==> src/rtl/upg_pkg.sv <==
// Shared constants and FSM encoding for the UART programming loader.
package upg_pkg;

  localparam logic [7:0] CMD_I = 8'h49;
  localparam logic [7:0] CMD_D = 8'h44;
  localparam logic [7:0] CMD_E = 8'h45;
  localparam logic [7:0] ACK_K = 8'h4B;
  localparam logic [7:0] ACK_N = 8'h4E;

  localparam int unsigned MAX_WORDS = 16384;

  localparam logic [2:0] ST_CMD     = 3'd0;
  localparam logic [2:0] ST_CNT_LO  = 3'd1;
  localparam logic [2:0] ST_CNT_HI  = 3'd2;
  localparam logic [2:0] ST_PAYLOAD = 3'd3;
  localparam logic [2:0] ST_DONE    = 3'd4;

  typedef enum logic [2:0] {
    S_CMD     = ST_CMD,
    S_CNT_LO  = ST_CNT_LO,
    S_CNT_HI  = ST_CNT_HI,
    S_PAYLOAD = ST_PAYLOAD,
    S_DONE    = ST_DONE
  } upg_state_e;

  function automatic logic count_ok(input logic [15:0] n);
    return (n != 16'd0) && (n <= 16'(MAX_WORDS));
  endfunction

endpackage

==> src/rtl/uart_prog_loader_if.sv <==
// Received-byte channel between the RX deserializer and the loader FSM.
interface uart_prog_loader_if;
  logic [7:0] rx_data;
  logic       rx_valid;
  logic       rx_ferr;

  modport master (output rx_data, output rx_valid, output rx_ferr);
  modport slave  (input  rx_data, input  rx_valid, input  rx_ferr);
endinterface

==> src/rtl/uart_rx_byte.sv <==
// 8N1 UART receiver: 2-flop synchronizer, mid-bit sampling, glitch-rejecting start.
module uart_rx_byte
  import upg_pkg::*;
#(
  parameter int unsigned CLKS_PER_BIT = 78
) (
  input  logic                      clk_i,
  input  logic                      rst_i,
  input  logic                      rx_i,
  uart_prog_loader_if.master        rx
);

  localparam logic [1:0] RX_IDLE  = 2'd0;
  localparam logic [1:0] RX_START = 2'd1;
  localparam logic [1:0] RX_DATA  = 2'd2;
  localparam logic [1:0] RX_STOP  = 2'd3;

  localparam logic [15:0] HALF_M1 = 16'(CLKS_PER_BIT / 2 - 1);
  localparam logic [15:0] FULL_M1 = 16'(CLKS_PER_BIT - 1);

  logic [1:0]  sync_q;
  logic        prev_q;
  logic [1:0]  state_q, state_d;
  logic [15:0] cnt_q, cnt_d;
  logic [2:0]  bit_q, bit_d;
  logic [7:0]  shift_q, shift_d;
  logic        valid_q, valid_d;
  logic        ferr_q, ferr_d;
  logic        rx_s;

  assign rx_s = sync_q[1];

  always_comb begin
    state_d = state_q;
    cnt_d   = cnt_q;
    bit_d   = bit_q;
    shift_d = shift_q;
    valid_d = 1'b0;
    ferr_d  = 1'b0;
    case (state_q)
      RX_IDLE: begin
        if (prev_q && !rx_s) begin
          state_d = RX_START;
          cnt_d   = '0;
        end
      end
      RX_START: begin
        if (cnt_q == HALF_M1) begin
          cnt_d   = '0;
          bit_d   = '0;
          state_d = rx_s ? RX_IDLE : RX_DATA;
        end else begin
          cnt_d = cnt_q + 16'd1;
        end
      end
      RX_DATA: begin
        if (cnt_q == FULL_M1) begin
          cnt_d   = '0;
          shift_d = {rx_s, shift_q[7:1]};
          if (bit_q == 3'd7) state_d = RX_STOP;
          else               bit_d   = bit_q + 3'd1;
        end else begin
          cnt_d = cnt_q + 16'd1;
        end
      end
      default: begin
        if (cnt_q == FULL_M1) begin
          cnt_d   = '0;
          valid_d = rx_s;
          ferr_d  = !rx_s;
          state_d = RX_IDLE;
        end else begin
          cnt_d = cnt_q + 16'd1;
        end
      end
    endcase
  end

  always_ff @(posedge clk_i) begin
    if (rst_i) begin
      sync_q  <= '1;
      prev_q  <= 1'b1;
      state_q <= RX_IDLE;
      cnt_q   <= '0;
      bit_q   <= '0;
      shift_q <= '0;
      valid_q <= 1'b0;
      ferr_q  <= 1'b0;
    end else begin
      sync_q  <= {sync_q[0], rx_i};
      prev_q  <= rx_s;
      state_q <= state_d;
      cnt_q   <= cnt_d;
      bit_q   <= bit_d;
      shift_q <= shift_d;
      valid_q <= valid_d;
      ferr_q  <= ferr_d;
    end
  end

  assign rx.rx_data  = shift_q;
  assign rx.rx_valid = valid_q;
  assign rx.rx_ferr  = ferr_q;

endmodule

==> src/rtl/uart_prog_loader.sv <==
// UART programming loader: command FSM, word assembly, write strobes and ack TX.
module uart_prog_loader
  import upg_pkg::*;
#(
  parameter int unsigned CLKS_PER_BIT = 78
) (
  input  logic        upg_clk_i,
  input  logic        upg_rst_i,
  input  logic        upg_rx_i,
  output logic        upg_clk_o,
  output logic        upg_wen_o,
  output logic [14:0] upg_adr_o,
  output logic [31:0] upg_dat_o,
  output logic        upg_done_o,
  output logic        upg_tx_o
);

  localparam logic [15:0] FULL_M1 = 16'(CLKS_PER_BIT - 1);

  uart_prog_loader_if rx_bus ();

  uart_rx_byte #(.CLKS_PER_BIT(CLKS_PER_BIT)) u_rx (
    .clk_i (upg_clk_i),
    .rst_i (upg_rst_i),
    .rx_i  (upg_rx_i),
    .rx    (rx_bus)
  );

  upg_state_e  state_q, state_d;
  logic        seg_q, seg_d;
  logic [7:0]  cnt_lo_q, cnt_lo_d;
  logic [14:0] remain_q, remain_d;
  logic [13:0] wadr_q, wadr_d;
  logic [1:0]  idx_q, idx_d;
  logic [23:0] word_q, word_d;
  logic        wen_q, wen_d;
  logic [14:0] adr_q, adr_d;
  logic [31:0] dat_q, dat_d;
  logic        done_q, done_d;
  logic        ack_req;
  logic [7:0]  ack_byte;
  logic [15:0] cnt_w;
  logic [7:0]  rxd;

  assign rxd   = rx_bus.rx_data;
  assign cnt_w = {rxd, cnt_lo_q};

  always_comb begin
    state_d  = state_q;
    seg_d    = seg_q;
    cnt_lo_d = cnt_lo_q;
    remain_d = remain_q;
    wadr_d   = wadr_q;
    idx_d    = idx_q;
    word_d   = word_q;
    adr_d    = adr_q;
    dat_d    = dat_q;
    done_d   = done_q;
    wen_d    = 1'b0;
    ack_req  = 1'b0;
    ack_byte = ACK_N;
    // A framing error anywhere outside DONE discards the partial word and resyncs on a command.
    if (rx_bus.rx_ferr && state_q != S_DONE) begin
      ack_req = 1'b1;
      state_d = S_CMD;
      idx_d   = '0;
    end else if (rx_bus.rx_valid) begin
      case (state_q)
        S_CMD: begin
          if (rxd == CMD_I || rxd == CMD_D) begin
            seg_d   = (rxd == CMD_D);
            state_d = S_CNT_LO;
          end else if (rxd == CMD_E) begin
            state_d  = S_DONE;
            done_d   = 1'b1;
            ack_req  = 1'b1;
            ack_byte = ACK_K;
          end else begin
            ack_req = 1'b1;
          end
        end
        S_CNT_LO: begin
          cnt_lo_d = rxd;
          state_d  = S_CNT_HI;
        end
        S_CNT_HI: begin
          if (count_ok(cnt_w)) begin
            remain_d = cnt_w[14:0];
            wadr_d   = '0;
            idx_d    = '0;
            state_d  = S_PAYLOAD;
          end else begin
            ack_req = 1'b1;
            state_d = S_CMD;
          end
        end
        S_PAYLOAD: begin
          idx_d = idx_q + 2'd1;
          case (idx_q)
            2'd0: word_d[7:0]   = rxd;
            2'd1: word_d[15:8]  = rxd;
            2'd2: word_d[23:16] = rxd;
            default: begin
              wen_d    = 1'b1;
              adr_d    = {seg_q, wadr_q};
              dat_d    = {rxd, word_q};
              wadr_d   = wadr_q + 14'd1;
              remain_d = remain_q - 15'd1;
              if (remain_q == 15'd1) begin
                ack_req  = 1'b1;
                ack_byte = ACK_K;
                state_d  = S_CMD;
              end
            end
          endcase
        end
        default: ;
      endcase
    end
  end

  always_ff @(posedge upg_clk_i) begin
    if (upg_rst_i) begin
      state_q  <= S_CMD;
      seg_q    <= 1'b0;
      cnt_lo_q <= '0;
      remain_q <= '0;
      wadr_q   <= '0;
      idx_q    <= '0;
      word_q   <= '0;
      wen_q    <= 1'b0;
      adr_q    <= '0;
      dat_q    <= '0;
      done_q   <= 1'b0;
    end else begin
      state_q  <= state_d;
      seg_q    <= seg_d;
      cnt_lo_q <= cnt_lo_d;
      remain_q <= remain_d;
      wadr_q   <= wadr_d;
      idx_q    <= idx_d;
      word_q   <= word_d;
      wen_q    <= wen_d;
      adr_q    <= adr_d;
      dat_q    <= dat_d;
      done_q   <= done_d;
    end
  end

  logic        tx_busy_q, tx_busy_d;
  logic [8:0]  tx_shift_q, tx_shift_d;
  logic [15:0] tx_cnt_q, tx_cnt_d;
  logic [3:0]  tx_bit_q, tx_bit_d;
  logic        tx_q, tx_d;
  logic        pend_vld_q, pend_vld_d;
  logic [7:0]  pend_q, pend_d;
  logic        tx_tick, tx_free, load_en;
  logic [7:0]  load_byte;

  assign tx_tick = tx_busy_q && (tx_cnt_q == FULL_M1);
  assign tx_free = !tx_busy_q || (tx_tick && tx_bit_q == 4'd9);

  always_comb begin
    tx_busy_d  = tx_busy_q;
    tx_shift_d = tx_shift_q;
    tx_cnt_d   = tx_cnt_q;
    tx_bit_d   = tx_bit_q;
    tx_d       = tx_q;
    pend_vld_d = pend_vld_q;
    pend_d     = pend_q;
    load_en    = 1'b0;
    load_byte  = ack_byte;
    // Pending ack wins the free shifter; a same-cycle request then takes its place.
    if (tx_free) begin
      if (pend_vld_q) begin
        load_en    = 1'b1;
        load_byte  = pend_q;
        pend_vld_d = ack_req;
        if (ack_req) pend_d = ack_byte;
      end else if (ack_req) begin
        load_en = 1'b1;
      end else begin
        tx_busy_d = 1'b0;
        tx_d      = 1'b1;
      end
    end else begin
      if (tx_tick) begin
        tx_cnt_d   = '0;
        tx_bit_d   = tx_bit_q + 4'd1;
        tx_d       = tx_shift_q[0];
        tx_shift_d = {1'b1, tx_shift_q[8:1]};
      end else begin
        tx_cnt_d = tx_cnt_q + 16'd1;
      end
      if (ack_req && !pend_vld_q) begin
        pend_vld_d = 1'b1;
        pend_d     = ack_byte;
      end
    end
    if (load_en) begin
      tx_busy_d  = 1'b1;
      tx_d       = 1'b0;
      tx_shift_d = {1'b1, load_byte};
      tx_cnt_d   = '0;
      tx_bit_d   = '0;
    end
  end

  always_ff @(posedge upg_clk_i) begin
    if (upg_rst_i) begin
      tx_busy_q  <= 1'b0;
      tx_shift_q <= '1;
      tx_cnt_q   <= '0;
      tx_bit_q   <= '0;
      tx_q       <= 1'b1;
      pend_vld_q <= 1'b0;
      pend_q     <= '0;
    end else begin
      tx_busy_q  <= tx_busy_d;
      tx_shift_q <= tx_shift_d;
      tx_cnt_q   <= tx_cnt_d;
      tx_bit_q   <= tx_bit_d;
      tx_q       <= tx_d;
      pend_vld_q <= pend_vld_d;
      pend_q     <= pend_d;
    end
  end

  assign upg_clk_o  = upg_clk_i;
  assign upg_wen_o  = wen_q;
  assign upg_adr_o  = adr_q;
  assign upg_dat_o  = dat_q;
  assign upg_done_o = done_q;
  assign upg_tx_o   = tx_q;

endmodule

==> config.mk <==
export PLATFORM = sky130hd
export DESIGN_NAME = uart_prog_loader
export DESIGN_NICKNAME = d
export VERILOG_FILES = /design/src/rtl/upg_pkg.sv /design/src/rtl/uart_prog_loader_if.sv /design/src/rtl/uart_rx_byte.sv /design/src/rtl/uart_prog_loader.sv
export SDC_FILE = /design/constraint.sdc
export NUM_CORES = 1
export LEC_CHECK = 0
export BUFFER_PORTS_ARGS = -buffer_cell sky130_fd_sc_hd__buf_2
export CAP_MARGIN = 25
export CORE_MARGIN = 3
export CORE_UTILIZATION = 55
export DETAILED_ROUTE_END_ITERATION = 16
export GPL_TIMING_DRIVEN = 0
export PLACE_DENSITY = 0.76
export SLEW_MARGIN = 20
export SYNTH_ARGS = -nofsm -noshare
export SYNTH_HDL_FRONTEND = slang
export SYNTH_SLANG_ARGS = --single-unit
export TNS_END_PERCENT = 30
==> constraint.sdc <==
create_clock -name upg_clk_i -period 2.2 [get_ports upg_clk_i]
set_input_delay 0.33 -clock upg_clk_i [delete_from_list [all_inputs] [get_ports upg_clk_i]]
set_output_delay 0.33 -clock upg_clk_i [all_outputs]
set_load 0.05 [all_outputs]
After elaboration in Yosys (flattened, before gate mapping)
Index checks and enable logic that the tools add are counted.
{"block": "totals", "ff_bits": 189}
{"block": "classes", "add_sub_neg": 7, "magnitude_cmp": 1, "n_eq_ne": 33, "muxes": 69, "bitwise_logic": 7, "reduce_logical": 46}
{"cell": "8-bit 2-to-1 mux", "n": 9}
{"cell": "16-bit 2-to-1 mux", "n": 4}
{"cell": "3-bit 2-to-1 mux", "n": 13}
{"cell": "16-bit by 1-bit adder with 16-bit output (second input constant)", "n": 2}
{"cell": "16-bit by 7-bit equality test with 1-bit output (second input constant)", "n": 2}
{"cell": "16-bit one-hot mux with 2 select lines", "n": 1}
{"cell": "15-bit 2-to-1 mux", "n": 2}
{"cell": "15-bit one-hot mux with 2 select lines", "n": 1}
{"cell": "14-bit 2-to-1 mux", "n": 2}
{"cell": "14-bit one-hot mux with 2 select lines", "n": 1}
{"cell": "8-bit by 7-bit equality test with 1-bit output (second input constant)", "n": 3}
{"cell": "4-bit AND reduction", "n": 6}
{"cell": "1-bit 2-to-1 mux", "n": 22}
{"cell": "5-bit AND reduction", "n": 4}
{"cell": "16-bit by 6-bit equality test with 1-bit output (second input constant)", "n": 1}
{"cell": "16-bit by 15-bit less-or-equal comparator with 1-bit output (second input constant)", "n": 1}
{"cell": "2-bit 2-to-1 mux", "n": 8}
{"cell": "16-bit nonzero test", "n": 1}
{"cell": "15-bit by 1-bit equality test with 1-bit output (second input constant)", "n": 1}
{"cell": "3-bit AND reduction", "n": 5}
{"cell": "15-bit by 1-bit subtractor with 15-bit output (second input constant)", "n": 1}
{"cell": "14-bit by 1-bit adder with 14-bit output (second input constant)", "n": 1}
{"cell": "2-bit by 1-bit inequality test with 1-bit output (second input constant)", "n": 7}
{"cell": "2-bit inequality test (second input constant)", "n": 6}
{"cell": "other kinds (30)", "n": 59}

Depth between registers and ports, before layout
{"block": "logic_depth", "depth_word": 11, "ltp_mapped": 9, "mapped_depth_nobuf": 8}

By module
A second synthesis with hierarchy kept.
{"block": "hier_totals", "cells_unflattened": 996, "hier_area_um2": 8191.6}
{"mod": "uart_prog_loader", "n_inst": 1, "cells_per_inst": 814, "area_per_inst_um2": 6577.6, "seq_area_each_um2": 3002.9}
{"mod": "uart_rx_byte", "n_inst": 1, "cells_per_inst": 182, "area_per_inst_um2": 1614.0, "seq_area_each_um2": 680.7}

==> results by group <==
Yosys
  • Area fraction of the dominant cell type after synthesis: 44.71%
  • Flops & latches, synth: 184
  • Distinct cells, synth: 64
  • Synth area leaders: dfxtp_1, nand2_1, a21oi_1, nor2_1, mux2i_1
  • Area leader, netlist: dfxtp_1
  • Most common flop cell mapped by yosys: dfxtp_1
  • Cells after Synth: 983
  • Mean post-synth cell area: 8.382 sq um
  • Ys async rst share: 0%
  • Post-synthesis sequential area ratio: 44.71%
  • Post-Syn Area: 0.008239 sq mm
  • EDFF count, synth: 0
  • Syn nets: 1,002
  • Synth warnings: 0

CTS
  • Clock-pin transition on the worst setup and hold timing paths: about 0.070 ns
  • CTS tree: built
  • Clock latency on the worst-skew pair: 0.55 ns

STA
  • RSZ-0062 raised after global routing: yes
  • Max Clk Rate: 415.2 MHz
  • Period minus WS final: 2.408 ns
  • Fin Setup TNS: -4.168 ns
  • Worst Skew: 0.01069 ns
  • Worst Max-Slew Pin Slew: 0.7245 ns
  • Final period util: 109.5%
  • Slew headroom: 51.70%
  • Worst Slack Setup Final: -0.2084 ns
  • Final Max Slew Viols: 0
  • # setup viols final: 28
  • Fin. Hold Viols: 0

Die
  • Die Span Y: 128.4 um
  • Initial Utilization: 56.48%
  • Core region area: 0.01459 sq mm
  • I/O pin count: 54
  • Die area: 0.01649 sq mm
  • Row count: 44
  • Overall die width: about 130 um

Drt
  • Highest metal used: met4
  • Routed length on met2: around 10000 um
  • Routed Wire Length: 20,810 um
  • DR vias/cell: 5.687
  • Met3 WL: 1071 um
  • Drt first pass iters: 5
  • Vias: 7,302
  • DRC viols: 0
  • Antenna viol nets, final: 0
  • Drt wl/cell: 16.21 um
  • DRT iter0 DRCs: 445
  • M1 wire length: 9251 um

Place
  • IO buf count: 53
  • Placed insts: about 1,200
  • Hpwl dp: 13,480 um
  • GP Congestion: 0.9238

Pwr
  • Pwr dens: slightly below 700 mW/mm^2
  • Total power: just under 7000 uW
  • Worst-case vdd ir drop: approximately 0.00067 V
  • Lkg Pwr: around 0.0039 uW

Global route
  • Initial antenna violation count: 0
  • Vias in the first global route: around 6,600
  • GRT Util Overall: 24.86%
  • Largest net degree at the start of global routing: 20
  • GRT Residual Overflow: 0
  • First-pass GRT wire length: 32,730 um

Worst setup path
  • CP Class: flip-flop to flip-flop
  • Crit-path cells: inv_4 -> ha_4 -> or3b_4 -> or4_4 -> nor2_4 -> nor2b_1 -> a211o_1 -> mux2_4
  • CP required: 2.64 ns
  • R2R Setup Slk: -0.21 ns
  • Critical Path AT: 2.85 ns
  • CP Launch Type: flip-flop
  • Slowest cell delay on critical path: 0.59 ns
  • Max FO, Critical Path: 6
  • Slowest-stage cell, CP: or4_4
  • Crit. End Element: flip-flop

Finish
  • Most common cell after layout, fill and taps aside: dfxtp_1
  • Most frequent cells in the layout: dfxtp_1, nand2_1, nor2_1
  • Proportion of layout cells with a drive suffix above 1: between 20 and 25%
  • P&R area growth vs syn: 22.28%
  • Antenna fix cells: 0
  • Non-Filler Instances: 1,284
  • # nets final: approximately 1,100

Outcome
  • Failing checks: setup timing
  • Status: complete, but fails checks

Worst hold path
  • Worst hold path type: input pin to flip-flop

Run
  • Max Cap Violations: 0
[through the flow]
| step | area [sq um] | util (%) | hold WS [ns] | worst slack [ns] |
|---|---|---|---|---|
| 6_report | 10070 | 69.06 | 0.2024 | -0.2084 |
| 5_1_grt | 10070 | 69.06 | 0.1889 | -0.2637 |
| 4_1_cts | 9669 | 66.28 | 0.1745 | -0.1989 |
| 3_5_place_dp | 8743 | 59.93 | 0.3967 | -0.7090 |
| 3_3_place_gp | 8743 | 59.93 | 0.3937 | -0.6663 |
| 2_1_floorplan | 8248 | - | 0.3895 | -0.1736 |
[cells in the mapped netlist (all sizes together) (8+ instances only)]
cell type	number
o211ai	10
nand3	21
and3	9
and4	8
nand2	162
clkbuf	46
nor4	15
nand2b	11
xor2	28
dfxtp	184
nand4	12
nor3	36
a21oi	86
xnor2	17
nor2	116
ha	16
inv	20
nor2b	11
buf	14
mux2i	38
o21ai	29
[registers in the layout, indices dropped and copies added (netlist names), 2 cells and up]
register and count:
remain_q 15, u_rx.sync_q 2, pend_q 3, word_q 24
u_rx.bit_q 3, upg_dat_o 32, u_rx.cnt_q 16, idx_q 2
state_q 3, wadr_q 14, u_rx.rx.rx_data 8, tx_bit_q 4
cnt_lo_q 8, upg_adr_o 15, tx_shift_q 8, u_rx.state_q 2
tx_cnt_q 16
[cell families after synthesis]
kind of cell	after synthesis	share of synthesized area, %
fa+ha+maj	16	2.430
simple gates	436	25.00
buf+inv	80	4.009
compound gates	178	13.55
xor+xnor	45	4.784
flops	184	44.71
mux	44	5.528
[metal layers]
metal | GRT usage (%) | vias up
met5 | 0 | -
met4 | 10.92 | 0
li1 | - | 3605
met3 | 5.521 | 45
met2 | 39.66 | 198
met1 | 32.49 | 3454
[path summary, 6_finish.rpt]
path / startpoint / to / depth (start not counted)
min: upg_rst_i / tx_cnt_q[5] / 3
max: tx_cnt_q[1] / tx_shift_q[0] / 8
min reg2reg: u_rx.sync_q[0] / u_rx.sync_q[1] / 1
max reg2reg: tx_cnt_q[1] / tx_shift_q[0] / 8
[area by class of cell]
cell class                 count  area (sq um)
fill                        1109          4514
inverter                      20         77.57
clock buffer                  21         505.5
tap                          184         230.2
sequential                   184          3712
timing repair buffer          87         543.0
clock inverter                15         152.6
multi-input combinational    719          4557
buffer                        54         296.5
[worst max-delay path: cells and delay by family (launching register included)]
family	cells	cell delay (ns)
DFF	1	0.35
AOI/OAI and AO/OA	1	0.24
and+or+nand+nor	4	1.28
muxes	1	0.26
adders and majority gates	1	0.10
buffers and inverters	1	0.06
[timing repair]
item                       4_1_cts  5_1_grt
resized for setup               62       64
setup endpoints to repair      139      114
buffers inserted                11       22
pin swaps                       13       17
hold endpoints to repair         1        0
hold buffers                     1        0
[report_power, final]
part / switching (uW) / internal, uW
registers: 13.6 / 3340
clock network: 1560 / 1780
logic: 150 / 83.4
Power figures use the tool's default switching activity.
